<file path="src/rtl/rst_seq_pkg.sv">
// rst_seq_pkg: shared state and reset-cause encodings for the reset sequencer
package rst_seq_pkg;
  typedef enum logic [1:0] {HOLD, STAGGER, RUN} rst_state_e;
  typedef enum logic [1:0] {POR, LOCK, BTN, DBG} rst_cause_e;
endpackage

</file>
<file path="src/rtl/rst_btn_debounce.sv">
// rst_btn_debounce: synchronises the reset pushbutton and accepts only level changes stable for DEBOUNCE_CYCLES
module rst_btn_debounce #(
  parameter int SYNC_STAGES     = 2,
  parameter int DEBOUNCE_CYCLES = 500000
) (
  input  logic clk_sys,
  input  logic rst_sys_n,
  input  logic btn_n,
  output logic level
);
  localparam int CW = $clog2(DEBOUNCE_CYCLES + 1);
  logic [SYNC_STAGES-1:0] sync;
  logic [CW-1:0] cnt;
  logic btn_s;
  assign btn_s = sync[SYNC_STAGES-1];
  // flip on the edge the count would reach the limit so the press reaches the FSM without an extra cycle
  always_ff @(posedge clk_sys)
    if (!rst_sys_n) begin
      sync  <= '1;
      cnt   <= '0;
      level <= 1'b1;
    end else begin
      sync <= {sync[SYNC_STAGES-2:0], btn_n};
      if (btn_s == level) cnt <= '0;
      else if (cnt == CW'(DEBOUNCE_CYCLES - 1)) begin
        level <= btn_s;
        cnt   <= '0;
      end else cnt <= cnt + 1'b1;
    end
endmodule

</file>
<file path="src/rtl/rst_seq_pynqz2.sv">
// rst_seq_pynqz2: staged peripheral/CPU reset release with last-reset-cause reporting
module rst_seq_pynqz2
  import rst_seq_pkg::*;
#(
  parameter int SYNC_STAGES     = 2,
  parameter int DEBOUNCE_CYCLES = 500000,
  parameter int HOLD_CYCLES     = 16,
  parameter int STAGGER_CYCLES  = 8
) (
  input  logic       clk_sys,
  input  logic       rst_sys_n,
  input  logic       pll_locked_i,
  input  logic       btn_rst_n_i,
  input  logic       ndm_rst_req_i,
  output logic       rst_periph_n_o,
  output logic       rst_cpu_n_o,
  output logic       rst_done_o,
  output logic [1:0] rst_cause_o
);
  localparam int HW = $clog2(HOLD_CYCLES + 1);
  localparam int SW = $clog2(STAGGER_CYCLES + 1);
  localparam int CW = HW > SW ? HW : SW;
  logic [SYNC_STAGES-1:0] lock_sync;
  logic lock_s, btn_level, pressed, trigger;
  logic periph_d, cpu_d;
  logic [CW-1:0] cnt, cnt_d;
  rst_state_e state, state_d;
  rst_cause_e cause, cause_d;
  assign lock_s  = lock_sync[SYNC_STAGES-1];
  assign pressed = !btn_level;
  assign trigger = !lock_s || pressed || ndm_rst_req_i;
  rst_btn_debounce #(
    .SYNC_STAGES    (SYNC_STAGES),
    .DEBOUNCE_CYCLES(DEBOUNCE_CYCLES)
  ) u_btn (
    .clk_sys  (clk_sys),
    .rst_sys_n(rst_sys_n),
    .btn_n    (btn_rst_n_i),
    .level    (btn_level)
  );
  always_ff @(posedge clk_sys)
    if (!rst_sys_n) begin
      lock_sync      <= '0;
      state          <= HOLD;
      cnt            <= '0;
      cause          <= POR;
      rst_periph_n_o <= 1'b0;
      rst_cpu_n_o    <= 1'b0;
      rst_done_o     <= 1'b0;
      rst_cause_o    <= 2'd0;
    end else begin
      lock_sync      <= {lock_sync[SYNC_STAGES-2:0], pll_locked_i};
      state          <= state_d;
      cnt            <= cnt_d;
      cause          <= cause_d;
      rst_periph_n_o <= periph_d;
      rst_cpu_n_o    <= cpu_d;
      rst_done_o     <= cpu_d;
      rst_cause_o    <= cause;
    end
  // cause is only recorded on leaving STAGGER/RUN; repeated events in HOLD just restart the count
  always_comb begin
    state_d = state;
    cnt_d   = cnt + 1'b1;
    cause_d = cause;
    if (state == HOLD) begin
      if (trigger) cnt_d = '0;
      else if (cnt == CW'(HOLD_CYCLES - 1)) begin
        state_d = STAGGER;
        cnt_d   = '0;
      end
    end else if (trigger) begin
      state_d = HOLD;
      cnt_d   = '0;
      cause_d = !lock_s ? LOCK : pressed ? BTN : DBG;
    end else if (state == RUN) cnt_d = '0;
    else if (cnt == CW'(STAGGER_CYCLES - 1)) begin
      state_d = RUN;
      cnt_d   = '0;
    end
  end
  always_comb begin
    periph_d = state != HOLD;
    cpu_d    = state == RUN;
  end
endmodule

</file>
<file path="config.mk">
export PLATFORM = sky130hd
export DESIGN_NAME = rst_seq_pynqz2
export DESIGN_NICKNAME = d
export VERILOG_FILES = /design/src/rtl/rst_seq_pkg.sv /design/src/rtl/rst_btn_debounce.sv /design/src/rtl/rst_seq_pynqz2.sv
export SDC_FILE = /design/constraint.sdc
export NUM_CORES = 1
export LEC_CHECK = 0
export ABC_AREA = 0
export CAP_MARGIN = 20
export CELL_PAD_IN_SITES_DETAIL_PLACEMENT = 0
export CELL_PAD_IN_SITES_GLOBAL_PLACEMENT = 2
export CORE_ASPECT_RATIO = 1.25
export CORE_UTILIZATION = 36
export DETAILED_ROUTE_END_ITERATION = 6
export PLACE_DENSITY = 0.76
export SYNTH_ARGS = -nofsm -noshare
export SYNTH_HDL_FRONTEND = slang
export SYNTH_SLANG_ARGS = --single-unit
</file>
<file path="constraint.sdc">
create_clock -name clk_sys -period 2.1 [get_ports clk_sys]
set_clock_uncertainty 0.05 [all_clocks]
set_input_delay 0.21 -clock clk_sys [delete_from_list [all_inputs] [get_ports clk_sys]]
set_output_delay 0.21 -clock clk_sys [all_outputs]
set_load 0.02 [all_outputs]
</file>
==> results of run 1 <==
cells by family (layout without fill, tap and decap cells):
logic type	count (synthesis)	count (layout)	share of synthesized area (%)
AO/OA/AOI/OAI	20	20	8.49
XOR/XNOR	15	15	8.49
adder cells (fa/ha/maj)	4	4	3.24
flip-flops	37	37	47.9
AND/OR/NAND/NOR	82	82	28.9
buffers and inverters	11	27	2.99
where the power goes:
group	leakage, nW	internal (mW)	total (mW)	switching (mW)
clock	0.0574	0.386	0.639	0.252
sequential	0.299	0.706	0.708	0.00237
combinational	0.240	0.0127	0.0228	0.0101
layout by cell type (no fill, tap or decap), drive strengths merged, types with 2 or more instances in the layout:
cell           instances
a21oi                  7
and2                   6
buf                    2
clkbuf                 6
clkdlybuf4s50          9
dfxtp                 37
ha                     4
inv                    8
nand2                  8
nand2b                 3
nand3                  9
nand4                  5
nor2                  27
nor2b                  2
nor3                   4
nor4                   4
nor4b                  3
o21ai                  6
o221a                  2
o31ai                  2
or2                    2
or3                    5
or4                    2
xnor2                 11
xor2                   4
layer usage:
layer / share of wire, % / global-route usage, % / up-vias
met5: 0 / 0 / -
li1: - / - / 613
met4: 1.1 / 4.55 / 0
met2: 50 / 23.9 / 16
met1: 45 / 15.0 / 523
met3: 3.2 / 4.64 / 5
registers in the layout, summed over array words and instances, names as in the netlist:
| register | cells |
|---|---|
| u_btn.sync | 2 |
| rst_done_o | 1 |
| cause | 2 |
| u_btn.level | 1 |
| cnt | 5 |
| rst_cause_o | 2 |
| lock_sync | 2 |
| rst_periph_n_o | 1 |
| state | 2 |
| u_btn.cnt | 19 |
cell type report:
type	count	share of cell area, %
multi-input cells	121	41.6
flip-flops and latches	37	40.6
repair buffers	11	5.76
clock buffers	6	4.52
well taps	56	3.84
clock inverters	2	2.06
inverters	8	1.64
final timing paths:
| check | startpoint | to | slack, ns | cells past startpoint |
|---|---|---|---|---|
| max | u_btn.cnt[0] | u_btn.cnt[18] | 0.15 | 5 |
| min | u_btn.sync[0] | u_btn.sync[1] | 0.38 | 1 |
| max reg2reg | u_btn.cnt[0] | u_btn.cnt[18] | 0.15 | 5 |
| min reg2reg | u_btn.sync[0] | u_btn.sync[1] | 0.38 | 1 |
per-stage QoR:
step / util (%) / area [µm²]
final: 44.5 / 1830
after CTS: 44.5 / 1830
after floorplan: - / 1550
after detailed placement: 41.6 / 1710
after global placement: 41.6 / 1710
after global routing: 44.5 / 1830
==> flow_summary.ini, run 1 <==
[status]
outcome = completed

[job]
drv_cap = 0

[sta]
tightestPinTransition_ns = 0.469
slew-limit-headroom_pct = 68.6
rsz0062_at_grt = no
setup_tns_ns = 0
fin_crit_ns = 1.95
hold_viol = 0
drv_slew = 0
setup_viol = 0
whs_ns = 0.382
max_clock_freq_mhz = 514
period_share_pct = 92.7
setup_ws_ns = 0.153

[cts]
cts.repair.resized = 0
hold_buffers = 0
cts-root-buf = clkbuf_8
clk_latency_ns = 0.29
post_cts_buffers = 0
cts_buffer_depth = 2
cts_buffers = 5
htreeDepth = 2
cts_sinks = 37
clkTransAtPathRegs_ns = 0.08
cts_tree = built

[drt]
drc_errors = 0
firstDrtPassIters = 4
vias_per_cell = 4.80
final_antenna_net_count = 0
wl_um = 2780
vias = 1157
drtIter0Drc = 53
wire_per_inst_um = 11.5

[place]
dp.final_hpwl_um = 2030
portBuffers = 9
dp.cells = 233
post-place-ws_ns = 0.168
routabilityCongestion = 0.730

[synthesis]
netlist_instances = 169
yosys-top-cells-count = dfxtp_1, nor2_1, xnor2_1, inv_1, nand2_1
ys_warn_count = 0
syn-num-nets = 178
ys_seq_area_share_pct = 47.9
ys_top_cells_by_area = dfxtp_1, nor2_1, xnor2_1
synth_edf_count = 0
synthFlopType = dfxtp_1
ys_ff_latch = 37
syn_avg_cell_area_um2 = 9.15
netlist_area_um2 = 1550
synth_cell_types = 33
synthArstFlopShare_pct = 0
yosysTopAreaCell = dfxtp_1
netlist.area_leader.share_pct = 47.9
yosysMostFrequentCell = dfxtp_1

[critical_path]
path_delay_family = simple AND/OR/NAND/NOR gates
worstPathMaxFanout = 6
path_buf_inv = 0
critPathKind = reg -> reg
end_kind = register
crit_required_ns = 2.27
cp-start-kind = register
crit_slowest_cell = or4_1
max_stage_delay_ns = 0.57
cp_data_arrival_time_ns = 2.11
cp_cell_sequence = ha_1 > nand4_2 > or4_1 > or3_1 > a21oi_1

[power_and_ir_drop]
peakVddDrop_v = 0.000405
p_per_area_nw_per_um2 = 750
finalPower_mw = 1.37
p_leak_nw = 0.596

[cells_and_area]
multiInputGateArea_um2 = 759
drive_gt1_share_pct = 10.8
area_growth_pct = 18.0
final_cells = 241
fillers = 432
diodes = 0
final-seq-area_um2 = 741
num-nets-final = 193

[global_routing]
overflow = 0
grt_pass1_wl_um = 4460
grt_pass1_vias = 1035
antenna_found_initial = 0
track_usage_pct = 13.5
grt_max_degree = 19

[floorplanning]
die_h_um = 75.3
start_util_pct = 37.7
ioPinCount = 10
core_area_um2 = 4100
die_area_um2 = 4560
num_rows = 26
die_x_um = 60.6

[min_path]
hp-class = reg -> reg
No activity file was read; power rests on OpenSTA's default activity.
==> run 2, diff against run 1 <==
CORE_ASPECT_RATIO = not set   (was 1.25)
==> flow_summary.ini, run 2 (synthesis gave the netlist of run 1 again) <==
[floorplanning]
die_h_um = 67.5
die_area_um2 = 4560
start_util_pct = 38.1
num_rows = 23
die_x_um = 67.5
core_area_um2 = 4060
ioPinCount = 10

[critical_path]
crit_slowest_cell = or4_1
cp_cell_sequence = ha_1 > nand4_2 > or4_1 > or3_1 > a21oi_1
reg2regPathDepth = 5
crit_required_ns = 2.28
path_delay_family = simple AND/OR/NAND/NOR gates
r2r_end = u_btn.cnt[18]
rr_startpoint = u_btn.cnt[0]
r2r_slack_ns = 0.25
path_buf_inv = 0
worstPathMaxFanout = 4
cp_data_arrival_time_ns = 2.03
critPathKind = reg -> reg
cp-start-kind = register
end_kind = register
max_stage_delay_ns = 0.54

[cells_and_area]
final_cell_mix = dfxtp_1, nor2_1, xnor2_1, clkdlybuf4s50_1
fin_util_pct = 45.0
largest_register_ffs = 19
final_cells = 236
top_regs = u_btn.cnt (19), cnt (5)
diodes = 0
num-nets-final = 194
fillers = 392
final_common_cell = dfxtp_1
drive_gt1_share_pct = 11.3
area_growth_pct = 18.0
regMostFlops = u_btn.cnt

[place]
dp.final_hpwl_um = 1990
dp.cells = 228
portBuffers = 9
routabilityCongestion = 0.737

[cts]
cts_sinks = 37
clk_latency_ns = 0.30
cts_tree = built
cts_buffers = 5
post_cts_buffers = 0
htreeDepth = 2
clkTransAtPathRegs_ns = 0.08
hold_buffers = 0
cts_buffer_depth = 2
cts-root-buf = clkbuf_8
cts.repair.resized = 0

[global_routing]
overflow = 0
grt_pass1_vias = 1046
use_met1_pct = 19.2
track_usage_pct = 14.6
antenna_found_initial = 0
grt-busiest-layer = met2
grt_max_degree = 19
use_met3_pct = 4.05
use_met2_pct = 20.3
grt_pass1_wl_um = 4710

[status]
outcome = completed

[min_path]
min_to = u_btn.sync[1]
min_from = u_btn.sync[0]
hold_depth = 1
hp-class = reg -> reg

[job]
drv_cap = 0

[sta]
setup_viol = 0
slew-limit-headroom_pct = 68.5
rsz0062_at_grt = no
hold_viol = 0
max_clock_freq_mhz = 541
drv_slew = 0
setup_tns_ns = 0
tightestPinTransition_ns = 0.471
period_share_pct = 88.0
fin_crit_ns = 1.85

[drt]
wl_um = 2810
vias = 1174
drtIter0Drc = 55
wire_per_inst_um = 11.9
drc_errors = 0
firstDrtPassIters = 4
final_antenna_net_count = 0
vias_per_cell = 4.97

[power_and_ir_drop]
peakVddDrop_v = 0.000359
p_leak_nw = 0.600
p_per_area_nw_per_um2 = 753
[run 2: changes by cell type in the layout (fill, tap and decap cells not counted), sizes merged]
cell,previous run,this run
buf,2,3
[run 2: worst max-delay path by stage]
stage	start	to	slack (ns)	cells after the start
2_1_floorplan	u_btn.cnt[0]	u_btn.cnt[18]	0.28	5
3_3_place_gp	u_btn.cnt[0]	u_btn.cnt[18]	0.30	5
3_5_place_dp	u_btn.cnt[0]	u_btn.cnt[18]	0.27	5
4_1_cts	u_btn.cnt[0]	u_btn.cnt[18]	0.26	5
5_1_grt	u_btn.cnt[0]	u_btn.cnt[18]	0.15	5
6_report	u_btn.cnt[0]	u_btn.cnt[18]	0.25	5
[run 2: through the flow]
stage	total power, mW	cell area, µm²	setup WS, ns	hold WS, ns
3_5_place_dp	0.747	1710	0.272	0.347
6_report	1.38	1830	0.252	0.365
3_3_place_gp	0.747	1710	0.304	0.349
4_1_cts	1.40	1830	0.257	0.371
2_1_floorplan	0.735	1550	0.283	0.233
5_1_grt	1.43	1830	0.151	0.385
[run 2: routing by layer]
layer,vias up,share of wire [%]
li1,610,-
met1,542,51
met2,14,43
met3,8,2.5
met4,0,3.0
met5,-,0
[run 2: area by class of cell]
cell class | instances | area (µm²) | area share [%]
inverter | 8 | 30.0 | 1.64
clock inverter | 2 | 37.5 | 2.06
clock buffer | 6 | 82.6 | 4.52
multi-input combinational | 121 | 759 | 41.6
sequential | 37 | 741 | 40.6
tap | 50 | 62.6 | 3.43
timing repair buffer | 12 | 113 | 6.17
[run 2: power breakdown]
group / switching, mW / internal (mW)
clock: 0.258 / 0.386
sequential: 0.00237 / 0.706
combinational: 0.0104 / 0.0127
==> run 3, diff against run 2 <==
CORE_ASPECT_RATIO = 0.7   (was not set)
MAX_ROUTING_LAYER = met4   (was not set)
==> flow_summary.ini, run 3 (synthesis gave the netlist of run 1 again) <==
[global_routing]
grt_pass1_wl_um = 5020
overflow = 0
grt_max_degree = 19
track_usage_pct = 15.3
antenna_found_initial = 0
grt_pass1_vias = 1089

[critical_path]
critPathKind = reg -> reg
r2r_slack_ns = 0.21
end_kind = register
r2r_end = u_btn.cnt[18]
cp_data_arrival_time_ns = 2.05
crit_required_ns = 2.26
reg2regPathDepth = 5
worstPathMaxFanout = 4
cp-start-kind = register
rr_startpoint = u_btn.cnt[0]

[cells_and_area]
fillers = 376
diodes = 0
top_regs = u_btn.cnt (19), cnt (5)
largest_register_ffs = 19
final_common_cell = dfxtp_1
multiInputGateArea_um2 = 759
fin_area_um2 = 1790
final_cell_mix = dfxtp_1, nor2_1, xnor2_1, clkdlybuf4s50_1
final-seq-area_um2 = 741
drive_gt1_share_pct = 10.3
regMostFlops = u_btn.cnt
num-nets-final = 194
area_growth_pct = 16.0

[drt]
wire_per_inst_um = 12.5
drc_errors = 0
vias = 1177
vias_per_cell = 4.97
firstDrtPassIters = 4
wl_um = 2970
final_antenna_net_count = 0
drtIter0Drc = 63

[place]
dp.final_hpwl_um = 2100
portBuffers = 9
routabilityCongestion = 0.785
place_area_um2 = 1710

[sta]
max_clock_freq_mhz = 529
hold_viol = 0
slew-limit-headroom_pct = 66.2
fin_crit_ns = 1.89
rsz0062_at_grt = no
period_share_pct = 89.9
setup_tns_ns = 0
tightestPinTransition_ns = 0.505
drv_slew = 0
setup_viol = 0

[min_path]
min_from = u_btn.sync[0]
min_to = u_btn.sync[1]
hp-class = reg -> reg
hold_depth = 1

[floorplanning]
ioPinCount = 10
num_rows = 19
start_util_pct = 38.5
die_x_um = 80.3
die_area_um2 = 4570
core_area_um2 = 4020
die_h_um = 56.8

[power_and_ir_drop]
p_leak_nw = 0.587
p_per_area_nw_per_um2 = 680
peakVddDrop_v = 0.000322

[cts]
cts.repair.resized = 0
cts_sinks = 37
clk_latency_ns = 0.28
cts-root-buf = clkbuf_8
clkTransAtPathRegs_ns = 0.07
hold_buffers = 0
htreeDepth = 2
post_cts_buffers = 0
cts_buffer_depth = 2
cts_tree = built
cts_buffers = 5

[status]
outcome = completed

[job]
drv_cap = 0
## run 3: cell types whose count changed in the layout (fill, tap and decap cells not counted)
cell / previous run / this run
clkbuf_1: 0 / 1
clkinvlp_4: 1 / 0
bufinv_16: 1 / 0
## run 3: worst max path at each step
stage,start,to,slack [ns]
finish,u_btn.cnt[0],u_btn.cnt[18],0.21
global route,u_btn.cnt[0],u_btn.cnt[18],0.12
CTS,u_btn.cnt[0],u_btn.cnt[18],0.22
detailed placement,u_btn.cnt[0],u_btn.cnt[18],0.24
global placement,u_btn.cnt[0],u_btn.cnt[18],0.30
floorplan,u_btn.cnt[0],u_btn.cnt[18],0.28
## run 3: metal layers
metal / track usage (%) / vias to the layer above / part of all wire [%]
li1: - / 619 / -
met1: 20.9 / 538 / 56
met2: 20.6 / 15 / 39
met3: 4.88 / 5 / 3.5
met4: 6.12 / 0 / 1.1
met5: - / - / 0
## run 3: worst max-delay path, stage by stage, from the launching register on
cell and delay, ns:
dfxtp_1 0.37, ha_1 0.25, nand4_2 0.13, or4_1 0.54, or3_1 0.32, a21oi_1 0.15
## run 3: final cells by class
class                      count  area share [%]
timing repair buffer          12            6.28
multi-input combinational    121            42.3
sequential                    37            41.3
inverter                       8            1.67
clock buffer                   7            4.81
tap                           52            3.63
## run 3: power by group
group          internal [mW]  switching (mW)
Sequential             0.706         0.00247
Clock                  0.260           0.229
Combinational         0.0127          0.0103
## run 3: through the flow
| step | utilization [%] | worst slack (ns) | hold slack [ns] | total power [mW] | std cells |
|---|---|---|---|---|---|
| 6_report | 44.7 | 0.211 | 0.369 | 1.22 | 237 |
| 5_1_grt | 44.7 | 0.118 | 0.393 | 1.27 | 237 |
| 4_1_cts | 44.7 | 0.218 | 0.368 | 1.24 | 237 |
| 3_5_place_dp | 42.5 | 0.240 | 0.349 | 0.747 | 230 |
| 3_3_place_gp | 42.5 | 0.302 | 0.350 | 0.747 | 230 |
| 2_1_floorplan | - | 0.283 | 0.233 | 0.735 | 169 |
